--- config.mk ---
export PLATFORM = sky130hd
export DESIGN_NAME = regfile_dump_reader
export DESIGN_NICKNAME = d
export VERILOG_FILES = /design/src/rtl/regfile_dump_pkg.sv /design/src/rtl/regfile_dump_reader_out_reg.sv /design/src/rtl/regfile_dump_reader.sv
export SDC_FILE = /design/constraint.sdc
export NUM_CORES = 1
export LEC_CHECK = 0
export ABC_AREA = 1
export CAP_MARGIN = 10
export CORE_MARGIN = 2
export CORE_UTILIZATION = 47
export CTS_CLUSTER_SIZE = 16
export DETAILED_ROUTE_END_ITERATION = 6
export PLACE_DENSITY_LB_ADDON = 0.2
export SLEW_MARGIN = 20
export SYNTH_ARGS = -nofsm -noshare
export SYNTH_HDL_FRONTEND = slang
export SYNTH_SLANG_ARGS = --single-unit
--- constraint.sdc ---
create_clock -name clk_i -period 2.93 [get_ports clk_i]
set_input_delay 0.586 -clock clk_i [delete_from_list [all_inputs] [get_ports clk_i]]
set_output_delay 0.586 -clock clk_i [all_outputs]
set_load 0.02 [all_outputs]
--- src/rtl/regfile_dump_pkg.sv ---
// Shared definitions for the register-file dump reader.
//   - state_e           : dump FSM states
//   - DefaultAddrW/DataW: default register index / data widths
package regfile_dump_pkg;

    localparam int unsigned DefaultAddrW = 5;
    localparam int unsigned DefaultDataW = 32;

    // StCsum is only reachable when REGFILE_DUMP_CHECKSUM_EN is defined.
    typedef enum logic [2:0] {
        StIdle,
        StRead,
        StSend,
        StCsum,
        StDone
    } state_e;

endpackage

--- src/rtl/regfile_dump_reader_out_reg.sv ---
// dump_out_reg: output holding register for the dump stream.
// Ports:
//   clk_i, rst_ni  : clock, asynchronous active-low reset
//   load_i         : capture index/data/last and mark the beat valid
//   flush_i        : drop the pending beat (abort); wins over load
//   ready_i        : downstream ready; a handshake retires the beat
//   index_i/data_i/last_i : payload to capture on load
//   valid_o/index_o/data_o/last_o : registered beat; payload holds while stalled
module dump_out_reg
    import regfile_dump_pkg::*;
#(
    parameter int unsigned ADDR_W = DefaultAddrW,
    parameter int unsigned DATA_W = DefaultDataW
) (
    input  logic              clk_i,
    input  logic              rst_ni,
    input  logic              load_i,
    input  logic              flush_i,
    input  logic              ready_i,
    input  logic [ADDR_W-1:0] index_i,
    input  logic [DATA_W-1:0] data_i,
    input  logic              last_i,
    output logic              valid_o,
    output logic [ADDR_W-1:0] index_o,
    output logic [DATA_W-1:0] data_o,
    output logic              last_o
);

    logic              valid_q;
    logic [ADDR_W-1:0] index_q;
    logic [DATA_W-1:0] data_q;
    logic              last_q;

    always_ff @(posedge clk_i or negedge rst_ni) begin
        if (!rst_ni) begin
            valid_q <= 1'b0;
            index_q <= '0;
            data_q  <= '0;
            last_q  <= 1'b0;
        end else begin
            // Load beats a same-cycle handshake so a back-to-back beat stays valid.
            if (flush_i) begin
                valid_q <= 1'b0;
            end else if (load_i) begin
                valid_q <= 1'b1;
            end else if (valid_q && ready_i) begin
                valid_q <= 1'b0;
            end
            if (load_i && !flush_i) begin
                index_q <= index_i;
                data_q  <= data_i;
                last_q  <= last_i;
            end
        end
    end

    assign valid_o = valid_q;
    assign index_o = index_q;
    assign data_o  = data_q;
    assign last_o  = last_q;

endmodule

--- src/rtl/regfile_dump_reader.sv ---
// regfile_dump_reader: walks a register range (wrapping modulo 2**ADDR_W), reads
// each register through the shared read port and streams it over valid/ready.
// Optional macro REGFILE_DUMP_CHECKSUM_EN appends an XOR checksum beat.
// Ports:
//   clk_i, rst_ni             : clock, asynchronous active-low reset
//   start_i, first_reg_i, last_reg_i : start a dump over [first, last]
//   abort_i                   : cancel the dump, no done pulse
//   busy_o, done_o            : dump in progress / one-cycle completion pulse
//   rf_read_reg_o, rf_read_data_i : register file read port
//   out_valid_o, out_ready_i, out_index_o, out_data_o, out_last_o : beat stream
module regfile_dump_reader
    import regfile_dump_pkg::*;
#(
    parameter int unsigned ADDR_W = DefaultAddrW,
    parameter int unsigned DATA_W = DefaultDataW
) (
    input  logic              clk_i,
    input  logic              rst_ni,
    input  logic              start_i,
    input  logic [ADDR_W-1:0] first_reg_i,
    input  logic [ADDR_W-1:0] last_reg_i,
    input  logic              abort_i,
    output logic              busy_o,
    output logic              done_o,
    output logic [ADDR_W-1:0] rf_read_reg_o,
    input  logic [DATA_W-1:0] rf_read_data_i,
    output logic              out_valid_o,
    input  logic              out_ready_i,
    output logic [ADDR_W-1:0] out_index_o,
    output logic [DATA_W-1:0] out_data_o,
    output logic              out_last_o
);

    state_e            state_q, state_d;
    logic [ADDR_W-1:0] cur_q, cur_d;
    logic [ADDR_W-1:0] last_q, last_d;
`ifdef REGFILE_DUMP_CHECKSUM_EN
    logic [DATA_W-1:0] csum_q, csum_d;
`endif

    logic              load;
    logic              flush;
    logic [ADDR_W-1:0] load_index;
    logic [DATA_W-1:0] load_data;
    logic              load_last;
    logic              handshake;
    logic              at_last;

    assign handshake = out_valid_o && out_ready_i;
    assign at_last   = (cur_q == last_q);

    always_comb begin
        state_d    = state_q;
        cur_d      = cur_q;
        last_d     = last_q;
        load       = 1'b0;
        flush      = 1'b0;
        load_index = cur_q;
        load_data  = rf_read_data_i;
`ifdef REGFILE_DUMP_CHECKSUM_EN
        csum_d     = csum_q;
        load_last  = 1'b0;  // the checksum beat is always the final one
`else
        load_last  = at_last;
`endif

        unique case (state_q)
            StIdle: begin
                if (start_i) begin
                    cur_d   = first_reg_i;
                    last_d  = last_reg_i;
                    state_d = StRead;
`ifdef REGFILE_DUMP_CHECKSUM_EN
                    csum_d  = '0;
`endif
                end
            end
            StRead: begin
                load    = 1'b1;  // snapshot the register into the holding register
                state_d = StSend;
            end
            StSend: begin
                if (handshake) begin
`ifdef REGFILE_DUMP_CHECKSUM_EN
                    csum_d = csum_q ^ out_data_o;
`endif
                    if (at_last) begin
`ifdef REGFILE_DUMP_CHECKSUM_EN
                        // Queue the checksum beat directly behind the last register beat.
                        load       = 1'b1;
                        load_index = '0;
                        load_data  = csum_q ^ out_data_o;
                        load_last  = 1'b1;
                        state_d    = StCsum;
`else
                        state_d    = StDone;
`endif
                    end else begin
                        cur_d   = cur_q + 1'b1;
                        state_d = StRead;
                    end
                end
            end
`ifdef REGFILE_DUMP_CHECKSUM_EN
            StCsum: begin
                if (handshake) begin
                    state_d = StDone;
                end
            end
`endif
            StDone: begin
                state_d = StIdle;
            end
            default: begin
                state_d = StIdle;
            end
        endcase

        if (abort_i && (state_q != StIdle)) begin
            state_d = StIdle;
            flush   = 1'b1;
            load    = 1'b0;
        end
    end

    always_ff @(posedge clk_i or negedge rst_ni) begin
        if (!rst_ni) begin
            state_q <= StIdle;
            cur_q   <= '0;
            last_q  <= '0;
`ifdef REGFILE_DUMP_CHECKSUM_EN
            csum_q  <= '0;
`endif
        end else begin
            state_q <= state_d;
            cur_q   <= cur_d;
            last_q  <= last_d;
`ifdef REGFILE_DUMP_CHECKSUM_EN
            csum_q  <= csum_d;
`endif
        end
    end

    dump_out_reg #(
        .ADDR_W(ADDR_W),
        .DATA_W(DATA_W)
    ) u_out_reg (
        .clk_i   (clk_i),
        .rst_ni  (rst_ni),
        .load_i  (load),
        .flush_i (flush),
        .ready_i (out_ready_i),
        .index_i (load_index),
        .data_i  (load_data),
        .last_i  (load_last),
        .valid_o (out_valid_o),
        .index_o (out_index_o),
        .data_o  (out_data_o),
        .last_o  (out_last_o)
    );

    assign busy_o        = (state_q != StIdle);
    assign done_o        = (state_q == StDone);
    assign rf_read_reg_o = cur_q;

endmodule

======== Word-level counts from Yosys, hierarchy flattened ========
Cells that the tools add are included.
word-level totals
  register bits after elaboration ......... 52
  input bits .............................. 47
  output and inout bits ................... 46
  logic and storage cells ................. 43
cells by class
  $add $sub $neg .......................... 1
  equal/unequal tests ..................... 9
  multiplexer cells ....................... 15
  reductions and logical operators ........ 11
operators with widths
  operator               number
  $mux W5                3
  $mux W3                4
  $pmux W5 S2            1
  $pmux W3 S3            1
  $mux W1                6
  $ne A2 B2 Y1 const B   3
  $ne A3 B3 Y1 const B   2
  $reduce_bool A3 Y1     2
  $add A5 B1 Y5 const B  1
  $eq A5 B5 Y1           1
  $reduce_and A2 Y1      2
  $reduce_and A4 Y1      1
  $eq A3 B1 Y1 const B   1
  $eq A3 B2 Y1 const B   1
  $eq A3 B3 Y1 const B   1
  $logic_and A1 B1 Y1    3
  $logic_not A3 Y1       1
  $reduce_bool A2 Y1     1
  $logic_not A1 Y1       1

======== Depth between registers and ports, before layout ========
Gate-level depths: netlist of the first run.
  word-level depth ........................ 5
  mapped depth ............................ 9
  depth with buffers taken out ............ 9

======== Modules after synthesis ========
A second synthesis of the first run with hierarchy kept.
second synthesis, totals
  cells, all modules ...................... 281
  area, all modules ....................... 2366.0 µm²
modules (own cells, without submodules)
  module               times used  cells an instance  area an instance (µm²)  sequential area each (µm²)
  dump_out_reg         1           170                1549.0                  975.9
  regfile_dump_reader  1           111                817.0                   325.3

======== Least setup slack after synthesis of the first run ========
No wires, ideal clock.
  kind .................................... register to output
  start ................................... reg state_q[1]
  end ..................................... out done_o
  data arrival time ....................... 940 ps
  required time ........................... 2344 ps
  setup slack ............................. 1404 ps
  stages on the path, launching flop included .. 2
  path buffers ............................ 0
  cells stage by stage .................... dfrtp_1 -> nor3_1
on the way
  cells in the longest elaborated chain, start to end .. 1
ends and longest elaborated chain
  item                    RTL line                    RTL
  start, declared         regfile_dump_reader.sv:34   state_e state_q, state_d;
  start signal, assigned  regfile_dump_reader.sv:128  state_q <= StIdle;
  start signal, assigned  regfile_dump_reader.sv:135  state_q <= state_d;
  $eq A3 B3 Y1            regfile_dump_reader.sv:163  assign done_o = (state_q == StDone);
  end, declared           regfile_dump_reader.sv:24   output logic done_o,
No other way between the ends.

======== Worst setup path after layout of the first run ========
Ends and elaborated chain as after synthesis.

==> run metrics, run 1 <==
Final period util=around 76%; DIE WIDTH=75.01 µm; nets=about 350; GR Overflow Total=0; FF/Latch Area=1301 µm²; endpoints failing setup=0; final hold viol count=0; Tmin final=2.219 ns; Yosys reg bits=52; GPL Wtd Cong=0.8581; Inserted Clock Buffers=5; CTS root buf=clkbuf_8; fin cells=365; worst skew pair latency=0.30 ns; yosys warns=0; chip height=75.01 µm; Clock Sinks=52; IO Port Bufs=92; post-DP HPWL=3756 µm; CP Max Fanout=4; RSZ-0062 raised after global routing=false; gr usage total=18.95%; cell count after synthesis=200; Syn Area/Cell=11.85 µm²; row count=25; Cell Area, Synth=2370 µm²; clock-pin slew on the worst setup and hold paths=0.10 ns; die area=about 5600 µm²; clock skew=0.008935 ns; share of cells above drive strength 1=20.47%; pin count of the biggest net entering global routing=53; synth unique cells=24; postcts setup bufs=0; worst hold slack=0.3844 ns; post-synthesis net count=248; initial DRC count=50; Routed Antenna Nets=0; worst endpoint required time=approximately 2.3 ns; Multi-input gate area=970.9 µm²; Power per Cell Area=between 1000 and 1500 nW/µm²; vias in the first global route=1717; diodes inserted=0; Placed Cells=357; CP max-delay cell=clkdlybuf4s50_1; Via density=4.688; area grow syn2layout=46.88%; CTS HTree Levels=2; Ports=93; critical-path cell list=nor3_1 -> clkdlybuf4s50_1; Post-CTS Hold Fix Bufs=0; Hold WC Path Type=input pin to asynchronous set/reset pin; routed wire length=5065 µm; CORE AREA=4786 µm²; worst vdd ir=0.6149 mV; Wirelength per Cell=13.88 µm; # fillers=353; first-pass GRT wire length=~8100 µm; DR vias=1711; Critical Path AT=1.63 ns; sequential area share after synthesis=54.91%; DRC violations left=0; antenna violations before repair=0; CP max stage delay=0.64 ns; status=finished, final reports clean; # resized after CTS=0; Max-Cap Viols=0; Bufs and invs on worst path=1; initial core utilization=49.52%; fin. max-slew vios=0; clk buf depth=2; crit start category=flip-flop; Crit. End Element=primary output; Leakage=0.001661 µW; CTS tree=yes; setup TNS=0 ns; Worst Tran Pin Value=0.6454 ns; Rel. slew slack=56.98%; Setup Crit Path Kind=flip-flop to primary output; critical path's top delay family=buffers and inverters; 1st-pass router iterations=4; highest clock rate=0.4506 GHz
## where the power goes
group	switching, µW	internal (µW)
Sequential	252	1070
Combinational	993	1120
Clock	231	279
## area by class of cell
type	count	area share (%)
Sequential cell	52	37.38
Multi-Input combinational cell	128	27.89
Timing Repair Buffer	94	27.10
Tap cell	67	2.408
Clock buffer	6	2.372
Inverter	16	1.725
Clock inverter	2	1.114
## path summary, 6_finish.rpt
check / from / slack, ns / cells past startpoint / endpoint
min in group clk_i: u_out_reg.last_o / 0.49 / 2 / u_out_reg.last_o
max in group asynchronous: rst_ni / 2.11 / 2 / u_out_reg.index_o[1]
max: state_q[1] / 0.71 / 2 / done_o
min: rst_ni / 0.38 / 2 / rf_read_reg_o[2]
max reg2reg: state_q[1] / 1.16 / 4 / u_out_reg.data_o[4]
min reg2reg: u_out_reg.last_o / 0.49 / 2 / u_out_reg.last_o
## cells by family after synthesis
logic type | after synthesis | synth area share [%]
adders and majority gates | 1 | 0.5279
buffers and inverters | 20 | 4.118
muxes | 35 | 21.38
xor gates and xnor gates | 2 | 0.7393
DFF | 52 | 54.91
AOI/OAI and AO/OA | 13 | 2.904
and+or+nand+nor | 77 | 15.42
## through the flow
step / cell area [µm²] / power (µW) / util, % / setup slack [ns]
after global placement: 3359 / 3409 / 70.20 / 0.6397
after detailed placement: 3359 / 3465 / 70.20 / 0.6293
after CTS: 3481 / 3994 / 72.73 / 0.6922
after global routing: 3481 / 4201 / 72.73 / 0.6182
after floorplan: 2370 / 2574 / - / 1.404
final: 3481 / 3950 / 72.73 / 0.7108
## layout by cell type (no fill, tap or decap), types with 2 or more instances in the layout
master / Yosys / layout
nor2_1: 12 / 12
inv_1: 11 / 11
mux2_4: 30 / 30
nand2_2: 3 / 3
xnor2_1: 2 / 2
mux2_2: 5 / 5
o21ai_0: 8 / 8
a21oi_1: 4 / 4
inv_2: 4 / 4
nor2_4: 3 / 3
clkbuf_8: 0 / 6
clkdlybuf4s50_1: 0 / 91
dfrtp_1: 52 / 52
nand2_1: 45 / 45
nand3_1: 8 / 8
## registers in the layout, summed over array words and instances, names as in the netlist
name,count
u_out_reg.valid_o,1
u_out_reg.last_o,1
state_q,3
u_out_reg.data_o,32
rf_read_reg_o,5
last_q,5
u_out_reg.index_o,5
## cell usage after synthesis
library cell	instances	area, µm²
nand2_2	3	18.77
nand2_1	45	168.9
buf_6	3	33.78
nand3_4	1	17.52
nor3b_1	1	7.510
xnor2_1	2	17.52
nand3_2	1	10.01
o21ai_2	1	8.760
nor3_1	1	5.000
nand3_1	8	40.04
mux2_2	5	56.30
inv_2	4	15.01
nor2_1	12	45.04
nor2_2	1	6.260
inv_1	11	41.29
clkinv_1	1	3.750
nor2_4	3	33.78
ha_1	1	12.51
nand4_2	1	12.51
o21ai_0	8	40.04
mux2_4	30	450.4
a21oi_1	4	20.02
clkbuf_1	1	3.750
dfrtp_1	52	1301
## per-layer routing
metal / GRT usage, % / vias to the layer above / routed length [µm] / part of all wire, %
met5: 0 / - / 0 / 0
met4: 4.167 / 0 / 37 / 0.73
met3: 4.150 / 4 / 265 / 5.2
met2: 30.41 / 47 / 2540 / 50
met1: 26.61 / 809 / 2221 / 44
li1: - / 851 / - / -
(Power assumes the default switching activity.)
==> run 2, diff against run 1 <==
--- a/config.mk
+++ b/config.mk
@@ -8,7 +8,7 @@
 export ABC_AREA = 1
 export CAP_MARGIN = 10
 export CORE_MARGIN = 2
-export CORE_UTILIZATION = 47
+export CORE_UTILIZATION = 39
 export CTS_CLUSTER_SIZE = 16
 export DETAILED_ROUTE_END_ITERATION = 6
 export PLACE_DENSITY_LB_ADDON = 0.2
==> constraint.sdc (replaced) <==
create_clock -name clk_i -period 1.85 [get_ports clk_i]
set_input_delay 0.37 -clock clk_i [delete_from_list [all_inputs] [get_ports clk_i]]
set_output_delay 0.37 -clock clk_i [all_outputs]
set_load 0.02 [all_outputs]
==> run metrics, run 2 (synthesized netlist as in run 1, its figures left out) <==
clock skew=0.002815 ns; IO Port Bufs=a little over 90; worst endpoint required time=approximately 1.5 ns; DR vias=approximately 1700; RSZ-0062 raised after global routing=false; Crit. End Element=primary output; setup TNS=0 ns; chip height=81.95 µm; endpoints failing setup=0; Max-Cap Viols=0; CP max stage delay=between 0.6 and 0.7 ns; Worst Tran Pin Value=between 0.4 and 0.5 ns; commonest non-fill, non-tap cell in the layout=clkdlybuf4s50_1; highest clock rate=0.5698 GHz; R2R Path Start=rf_read_reg_o[0]; post-DP HPWL=3795 µm; diodes inserted=0; worst hold slack=0.008205 ns; Via density=4.603; nets=347; CP Max Fanout=6; initial DRC count=52; Bufs and invs on worst path=1; DIE WIDTH=roughly 80 µm; # fillers=around 500; Final Total Pwr=6102 µW; Clock Sinks=52; share of cells above drive strength 1=20.67%; critical-path cell list=clkdlybuf4s50_1; area grow syn2layout=47.62%; Critical Path AT=1.39 ns; status=finished, final reports clean; DRC violations left=0; die area=6716 µm²; GR Overflow Total=0; CTS tree=yes; fin. max-slew vios=0; CP max-delay cell=clkdlybuf4s50_1; Setup Crit Path Kind=flip-flop to primary output; Final period util=94.87%; initial core utilization=40.26%; Inserted Clock Buffers=5; clk buf depth=2; max FFs per register=32; Routed Antenna Nets=0; worst vdd ir=0.7471 mV; CTS root buf=clkbuf_8; Power per Cell Area=1744 nW/µm²; routed wire length=around 5000 µm; CORE AREA=5886 µm²; Ports=slightly above 90; commonest non-fill, non-tap cells in the layout=89 x clkdlybuf4s50_1, 51 x dfrtp_1, 45 x nand2_1; final hold viol count=0; first-pass GRT wire length=slightly above 8000 µm; 1st-pass router iterations=4; pin count of the biggest net entering global routing=35; Wirelength per Cell=13.61 µm; clock-pin slew on the worst setup and hold paths=0.09 ns; Rel. slew slack=70.78%; vias in the first global route=around 1700; CTS HTree Levels=2; row count=28; GPL Wtd Cong=roughly 0.82; Critical path origin=rf_read_reg_o[1]; antenna violations before repair=0; worst skew pair latency=0.29 ns; Leakage=0.001670 µW; critical path's top delay family=buffers and inverters; gr usage total=about 16%; Hold WC Path Type=input pin to asynchronous set/reset pin; Tmin final=1.755 ns; crit start category=flip-flop
==> run 2: worst paths after layout <==
path                       slack [ns]              endpoint  depth (start not counted)
min                             0.008  u_out_reg.data_o[18]                          1
max in group asynchronous        1.30      rf_read_reg_o[2]                          2
min in group clk_i               0.49  u_out_reg.index_o[1]                          2
max                              0.09      rf_read_reg_o[1]                          1
min reg2reg                      0.49  u_out_reg.index_o[1]                          2
max reg2reg                      0.44      rf_read_reg_o[4]                          8
==> run 2: timing repair <==
item	4_1_cts	5_1_grt
gates resized for setup	2	1
endpoints found under the setup margin	2	1
setup buffers	0	0
hold buffers	0	0
endpoints found under the hold margin	0	0
==> run 2: area by class of cell <==
cell class / instances / area (µm²) / share of cell area (%)
Multi-Input combinational cell: 128 / 970.9 / 27.75
Timing Repair Buffer: 96 / 980.9 / 28.04
Inverter: 16 / 60.06 / 1.717
Clock buffer: 8 / 90.09 / 2.575
Sequential cell: 52 / 1303 / 37.23
Tap cell: 75 / 93.84 / 2.682
==> run 2: per-stage QoR <==
stage	cell area [µm²]	setup WS, ns	instances	util [%]
detailed placement	3410	0.1347	367	57.93
CTS	3497	0.01706	375	59.42
finish	3498	0.09486	375	59.44
global placement	3410	0.1484	367	57.93
floorplan	2370	0.5404	200	-
global route	3498	0.01594	375	59.44
==> run 2: routing by layer <==
metal	up-vias	global-route usage (%)	part of all wire (%)
li1	847	-	-
met1	806	22.77	48
met2	66	23.74	44
met3	7	3.407	6.6
met4	0	5.500	1.1
met5	-	0	0
==> run 2: report_power, final <==
| part | total [µW] | internal, µW | switching, µW |
|---|---|---|---|
| Combinational | 3390 | 1800 | 1590 |
| Sequential | 2070 | 1700 | 374 |
| Clock | 639 | 306 | 333 |
==> run 3, diff against run 2 <==
--- a/config.mk
+++ b/config.mk
@@ -16,3 +16,4 @@
 export SYNTH_ARGS = -nofsm -noshare
 export SYNTH_HDL_FRONTEND = slang
 export SYNTH_SLANG_ARGS = --single-unit
+export TNS_END_PERCENT = 100
==> results of run 3 <==
Same layout as run 2: the final DEF is identical, and so are final timing and power.
